--- src/rtl/pc_redirect_ctrl_pkg.sv ---
// pc_redirect_ctrl_pkg: shared state encoding and default widths for the fetch redirect controller
package pc_redirect_ctrl_pkg;
   localparam int PC_W_DEF  = 16;
   localparam int CNT_W_DEF = 16;
   typedef enum logic [1:0] {
      IDLE = 2'b00,
      PEND = 2'b01,
      HALT = 2'b10
   } state_t;
endpackage

--- src/rtl/pc_redirect_ctrl_if.sv ---
// pc_redirect_ctrl_if: decode/hazard/fetch signal bundle around the redirect controller
// master: decode PC logic, hazard unit and fetch (drive decode inputs, observe redirect outputs)
// slave:  pc_redirect_ctrl (consumes decode inputs, drives redirect/flush/hold/debug outputs)
interface pc_redirect_ctrl_if
   import pc_redirect_ctrl_pkg::*;
#(
   parameter int PC_W  = PC_W_DEF,
   parameter int CNT_W = CNT_W_DEF
);
   logic             Dec_Valid;
   logic             Dec_Stall;
   logic             PC_Sel;
   logic [PC_W-1:0]  PC_Ex;
   logic             Halt;
   logic             Fetch_Busy;
   logic             Redirect_Valid;
   logic [PC_W-1:0]  Redirect_PC;
   logic             Flush_IFID;
   logic             PC_Hold;
   logic             Halted;
   logic [CNT_W-1:0] Redirect_Count;
   modport master (
      output Dec_Valid, Dec_Stall, PC_Sel, PC_Ex, Halt, Fetch_Busy,
      input  Redirect_Valid, Redirect_PC, Flush_IFID, PC_Hold, Halted, Redirect_Count
   );
   modport slave (
      input  Dec_Valid, Dec_Stall, PC_Sel, PC_Ex, Halt, Fetch_Busy,
      output Redirect_Valid, Redirect_PC, Flush_IFID, PC_Hold, Halted, Redirect_Count
   );
endinterface

--- src/rtl/pc_redirect_ctrl_sat_counter.sv ---
// sat_counter: up-counter that sticks at all-ones
// clk/rst_n: clock, async active-low reset; inc: count enable; count: current value
module sat_counter
   import pc_redirect_ctrl_pkg::*;
#(
   parameter int CNT_W = CNT_W_DEF
) (
   input  logic             clk,
   input  logic             rst_n,
   input  logic             inc,
   output logic [CNT_W-1:0] count
);
   logic [CNT_W-1:0] count_q, count_d;
   always_comb count_d = (inc && !(&count_q)) ? count_q + 1'b1 : count_q;
   always_ff @(posedge clk or negedge rst_n)
      if (!rst_n) count_q <= '0;
      else        count_q <= count_d;
   assign count = count_q;
endmodule

--- src/rtl/pc_redirect_ctrl.sv ---
// pc_redirect_ctrl: registers decode-stage redirects, holds them until fetch accepts, freezes on HALT
// clk/rst_n: clock, async active-low reset
// bus (slave): Dec_Valid/Dec_Stall/PC_Sel/PC_Ex/Halt/Fetch_Busy in;
//              Redirect_Valid/Redirect_PC/Flush_IFID/PC_Hold/Halted/Redirect_Count out
module pc_redirect_ctrl
   import pc_redirect_ctrl_pkg::*;
#(
   parameter int PC_W  = PC_W_DEF,
   parameter int CNT_W = CNT_W_DEF
) (
   input  logic                 clk,
   input  logic                 rst_n,
   pc_redirect_ctrl_if.slave    bus
);
   state_t           state_q, state_d;
   logic [PC_W-1:0]  target_q, target_d;
   logic             fire, inc;
   logic [CNT_W-1:0] count;
   assign fire = bus.Dec_Valid && !bus.Dec_Stall;
   always_ff @(posedge clk or negedge rst_n)
      if (!rst_n) begin
         state_q  <= IDLE;
         target_q <= '0;
      end else begin
         state_q  <= state_d;
         target_q <= target_d;
      end
   // Halt wins over PC_Sel; once in PEND or HALT the decode inputs are wrong-path and ignored
   always_comb begin
      state_d  = (state_q == IDLE && fire) ? (bus.Halt ? HALT : bus.PC_Sel ? PEND : IDLE) :
                 (state_q == PEND && !bus.Fetch_Busy) ? IDLE : state_q;
      target_d = (state_q == IDLE && fire && !bus.Halt && bus.PC_Sel) ? bus.PC_Ex : target_q;
   end
   // Combinational outputs are masked by rst_n so they read 0 for the whole reset pulse
   always_comb begin
      bus.Redirect_Valid = rst_n && state_q == PEND;
      bus.Flush_IFID     = rst_n && (state_q != IDLE || (fire && (bus.Halt || bus.PC_Sel)));
      bus.PC_Hold        = rst_n && (state_q == HALT || (state_q == PEND && bus.Fetch_Busy));
      bus.Halted         = rst_n && state_q == HALT;
      bus.Redirect_PC    = target_q;
      bus.Redirect_Count = count;
   end
   assign inc = state_q == PEND && !bus.Fetch_Busy;
   sat_counter #(.CNT_W(CNT_W)) u_cnt (
      .clk   (clk),
      .rst_n (rst_n),
      .inc   (inc),
      .count (count)
   );
endmodule

--- src/flat_wrapper.sv ---
// flat-port wrapper written by rule: the top's interface ports become plain ports
module pc_redirect_ctrl_flat import pc_redirect_ctrl_pkg::*;
#(
   parameter int PC_W  = PC_W_DEF,
   parameter int CNT_W = CNT_W_DEF
)
  (clk, rst_n, bus_Dec_Valid, bus_Dec_Stall, bus_PC_Sel, bus_PC_Ex, bus_Halt, bus_Fetch_Busy, bus_Redirect_Valid, bus_Redirect_PC, bus_Flush_IFID, bus_PC_Hold, bus_Halted, bus_Redirect_Count);
  pc_redirect_ctrl_if #(.PC_W(PC_W), .CNT_W(CNT_W)) bus_i ();
  input  logic clk;
  input  logic rst_n;
  input wire logic [$bits(bus_i.Dec_Valid)-1:0] bus_Dec_Valid;
  input wire logic [$bits(bus_i.Dec_Stall)-1:0] bus_Dec_Stall;
  input wire logic [$bits(bus_i.PC_Sel)-1:0] bus_PC_Sel;
  input wire logic [$bits(bus_i.PC_Ex)-1:0] bus_PC_Ex;
  input wire logic [$bits(bus_i.Halt)-1:0] bus_Halt;
  input wire logic [$bits(bus_i.Fetch_Busy)-1:0] bus_Fetch_Busy;
  output wire logic [$bits(bus_i.Redirect_Valid)-1:0] bus_Redirect_Valid;
  output wire logic [$bits(bus_i.Redirect_PC)-1:0] bus_Redirect_PC;
  output wire logic [$bits(bus_i.Flush_IFID)-1:0] bus_Flush_IFID;
  output wire logic [$bits(bus_i.PC_Hold)-1:0] bus_PC_Hold;
  output wire logic [$bits(bus_i.Halted)-1:0] bus_Halted;
  output wire logic [$bits(bus_i.Redirect_Count)-1:0] bus_Redirect_Count;
  assign bus_i.Dec_Valid = bus_Dec_Valid;
  assign bus_i.Dec_Stall = bus_Dec_Stall;
  assign bus_i.PC_Sel = bus_PC_Sel;
  assign bus_i.PC_Ex = bus_PC_Ex;
  assign bus_i.Halt = bus_Halt;
  assign bus_i.Fetch_Busy = bus_Fetch_Busy;
  assign bus_Redirect_Valid = bus_i.Redirect_Valid;
  assign bus_Redirect_PC = bus_i.Redirect_PC;
  assign bus_Flush_IFID = bus_i.Flush_IFID;
  assign bus_PC_Hold = bus_i.PC_Hold;
  assign bus_Halted = bus_i.Halted;
  assign bus_Redirect_Count = bus_i.Redirect_Count;
  pc_redirect_ctrl #(.PC_W(PC_W), .CNT_W(CNT_W)) u_core (.clk(clk), .rst_n(rst_n), .bus(bus_i));
endmodule
--- config.mk ---
export PLATFORM = sky130hd
export DESIGN_NAME = pc_redirect_ctrl_flat
export DESIGN_NICKNAME = d
export VERILOG_FILES = /design/src/rtl/pc_redirect_ctrl_pkg.sv /design/src/rtl/pc_redirect_ctrl_if.sv /design/src/rtl/pc_redirect_ctrl_sat_counter.sv /design/src/rtl/pc_redirect_ctrl.sv /design/src/flat_wrapper.sv
export SDC_FILE = /design/constraint.sdc
export NUM_CORES = 1
export LEC_CHECK = 0
export ABC_CLOCK_PERIOD_IN_PS = 1700
export CAP_MARGIN = 20
export CORE_UTILIZATION = 40
export CTS_BUF_LIST = sky130_fd_sc_hd__clkbuf_4 sky130_fd_sc_hd__clkbuf_8
export CTS_CLUSTER_SIZE = 20
export DETAILED_ROUTE_END_ITERATION = 8
export PLACE_DENSITY = 0.8
export SKIP_LAST_GASP = 1
export SYNTH_ARGS = -nofsm -noshare
export SYNTH_HDL_FRONTEND = slang
export SYNTH_SLANG_ARGS = --single-unit
--- constraint.sdc ---
create_clock -name clk -period 1.7 [get_ports clk]
set_clock_uncertainty 0.2 [all_clocks]
set_input_delay 0.34 -clock clk [delete_from_list [all_inputs] [get_ports clk]]
set_output_delay 0.34 -clock clk [all_outputs]
set_load 0.03 [all_outputs]
==> out/metrics.cfg <==
[timing]
min_period_ns = 1.87
finalWorstSetupSlack_ns = -0.171
fin_crit_sh = 1.10
rsz0062_at_grt = true
hold_viol = 0
fin_hold_ws_ns = 0.0538
max_slew_margin = 0.762
finalSetupViolations = 38
tightest_slew_ns = 0.355
clock.fmax_ghz = 0.535
slew_viol_final = 0

[routing]
detail-route-antenna-nets = 0
vias = 1449
first_iter_violations = 101
wl_per_cell_um = 19.0
dr.pass1.iters = 4
via_per_inst = 5.33
drc = 0
routed_wirelength_um = 5180

[final_layout]
fin_area_um2 = 2720
num-fill-cells = 205
drive_above_1_share = 0.496
final_nets = 249
antenna_cells = 0
syn2layout_area_growth_pct = 80.7

[yosys]
ys_ff_latch = 34
netlist_area_um2 = 1500
synth_top_area_cell = dfrtp_1
postSynthCellCount = 118
synth.distinct_cells = 34
synth_warnings = 0
synth_fp_nets = 142
syn_avg_cell_area_um2 = 12.7
synth.top_cell.area_share = 0.566
synth_seq_area_share = 0.566
yosys-top-cells-area = dfrtp_1 57%, mux2_2 13%, xnor2_1 4.1%

[global_routing]
grt_use_total = 0.241
grt_pass1_wl_um = 7330
grt_pass1_vias = 1494
grt-ovfl-total = 0
grt_max_degree = 29
antenna_found_initial = 0

[floorplanning]
dieArea_um2 = 4010
dieHeight_um = 63.3
pin_count = 59
initial_utilization = 0.433
fp-row-count = 21
die_x_um = 63.3
fp.coreArea_um2 = 3470

[worst_hold_path]
hold_path_class = primary input to async pin

[worst_setup_path]
reg2reg_slack_ns = -0.17
arrival_ns = 1.83
cp.required_ns = 1.66
critPathLaunchType = register
crit_type = register to register
cp-end-kind = register
critPathMaxFanout = 4

[pwr]
p_per_area_nw_per_um2 = 1070
leakagePower_nw = 1.35
p_total_mw = 2.89
ir_drop_mv = 0.898

[clock_network]
cts_tree = done
cts_buffer_depth = 2
numCtsBuffers = 5
clockRootBuffer = clkbuf_8
clock-sinks = 34
cts_hold_buf = 0
clkLatencyLatePin_ns = 0.27
clk_pin_slew_ns = 0.07
htree_num_levels = 2

[job]
cap_viol_max_count = 0

[placement]
dp_hpwl_um = 2930
pre_cts_ws_ns = -0.478
io_buffers = 58
placed_area_um2 = 2310
gp_congestion = 0.902

[run_status]
failed_checks = setup timing
run_status = finished with violations

-- critical path: stages (launching register included) --
cell,delay (ns)
dfrtp_1,0.40
or3b_4,0.42
nor3_4,0.25
nand4_1,0.17
mux2_4,0.33
-- per-stage QoR --
step / TNS (ns) / util / std cells
after CTS: -1.16 / 0.732 / 257
after detailed placement: -12.49 / 0.667 / 241
final: -3.24 / 0.783 / 272
after floorplan: -0.260 / - / 118
after global placement: -10.91 / 0.667 / 241
after global routing: -4.84 / 0.783 / 272
-- kinds of logic after synthesis --
kind of cell | Yosys count | share of synthesized area
xor+xnor | 10 | 0.0583
fa+ha+maj | 1 | 0.00833
compound gates | 13 | 0.0591
mux | 18 | 0.135
simple gates | 38 | 0.162
buf+inv | 4 | 0.0108
flops | 34 | 0.566
-- state kept, by name, indices dropped and copies added, names as in the netlist --
| register | cells |
|---|---|
| u_core.bus.Redirect_PC | 16 |
| u_core.state_q | 2 |
| u_core.u_cnt.count | 16 |
-- Yosys cell counts --
| cell type | number |
|---|---|
| xnor2_1 | 7 |
| a31oi_1 | 1 |
| a41oi_1 | 2 |
| nor3b_1 | 1 |
| xor2_1 | 3 |
| nor3b_2 | 1 |
| o21ai_0 | 2 |
| and3_2 | 1 |
| a21o_1 | 1 |
| o2111a_1 | 1 |
| nand4_1 | 8 |
| dfrtp_1 | 34 |
| nor4_2 | 1 |
| mux2_1 | 1 |
| and4_1 | 1 |
| nor2b_1 | 1 |
| buf_2 | 1 |
| a21oi_1 | 4 |
| nand2_1 | 5 |
| nand3b_1 | 1 |
| nand4b_1 | 1 |
| nor3_4 | 1 |
| or3_1 | 1 |
| or2_2 | 1 |
| or3b_4 | 1 |
| a31o_2 | 1 |
| nor4b_1 | 1 |
| a21boi_0 | 1 |
| and3_1 | 2 |
| ha_1 | 1 |
| nor2_1 | 6 |
| nand3_1 | 4 |
| mux2_2 | 17 |
| inv_1 | 3 |
-- power by group --
part,switching [mW],internal [mW]
clock network,0.273,0.409
registers,0.142,0.970
logic,0.622,0.479
total,1.04,1.86
-- worst paths after layout --
check                                                from  cells past startpoint                         to
worst max-delay path                    u_core.state_q[1]                      4     u_core.u_cnt.count[11]
worst min-delay path                                rst_n                      2          u_core.state_q[1]
worst max register to register          u_core.state_q[1]                      4     u_core.u_cnt.count[11]
worst min register to register  u_core.bus.Redirect_PC[2]                      1  u_core.bus.Redirect_PC[2]
max in group asynchronous                           rst_n                      2      u_core.u_cnt.count[1]
min in group clk                u_core.bus.Redirect_PC[2]                      1  u_core.bus.Redirect_PC[2]
-- final cells by class --
class	count	area, µm²	share of cell area
Timing Repair Buffer	101	891	0.328
Inverter	3	13.8	0.00507
Multi-Input combinational cell	80	774	0.285
Clock buffer	8	110	0.0406
Tap cell	46	57.6	0.0212
Sequential cell	34	868	0.320
-- routing by layer --
| layer | vias up | track usage | part of all wire |
|---|---|---|---|
| met1 | 717 | 0.267 | 0.37 |
| met3 | 24 | 0.0543 | 0.042 |
| met2 | 65 | 0.423 | 0.53 |
| met5 | - | 0 | 0 |
| met4 | 0 | 0.136 | 0.058 |
| li1 | 643 | - | - |
-- cells in the final DEF, fill, tap and decap left out, drive strengths merged, types with 2 or more instances in the layout --
master / instances
xor2: 3
nand4: 8
nor3b: 2
dfrtp: 34
dlygate4sd2: 36
a21oi: 4
nor2: 6
clkbuf: 10
inv: 3
mux2: 18
xnor2: 7
buf: 47
nand3: 4
clkdlybuf4s50: 16
o21ai: 2
and3: 3
a41oi: 2
nand2: 5
-- what timing repair did --
item                       in CTS  in global routing
setup buffers                   8                 16
setup endpoints to repair      63                 38
resized for setup              63                 22
pin swaps                      13                 19
cloned                          0                  1
Power figures use the tool's default switching activity.
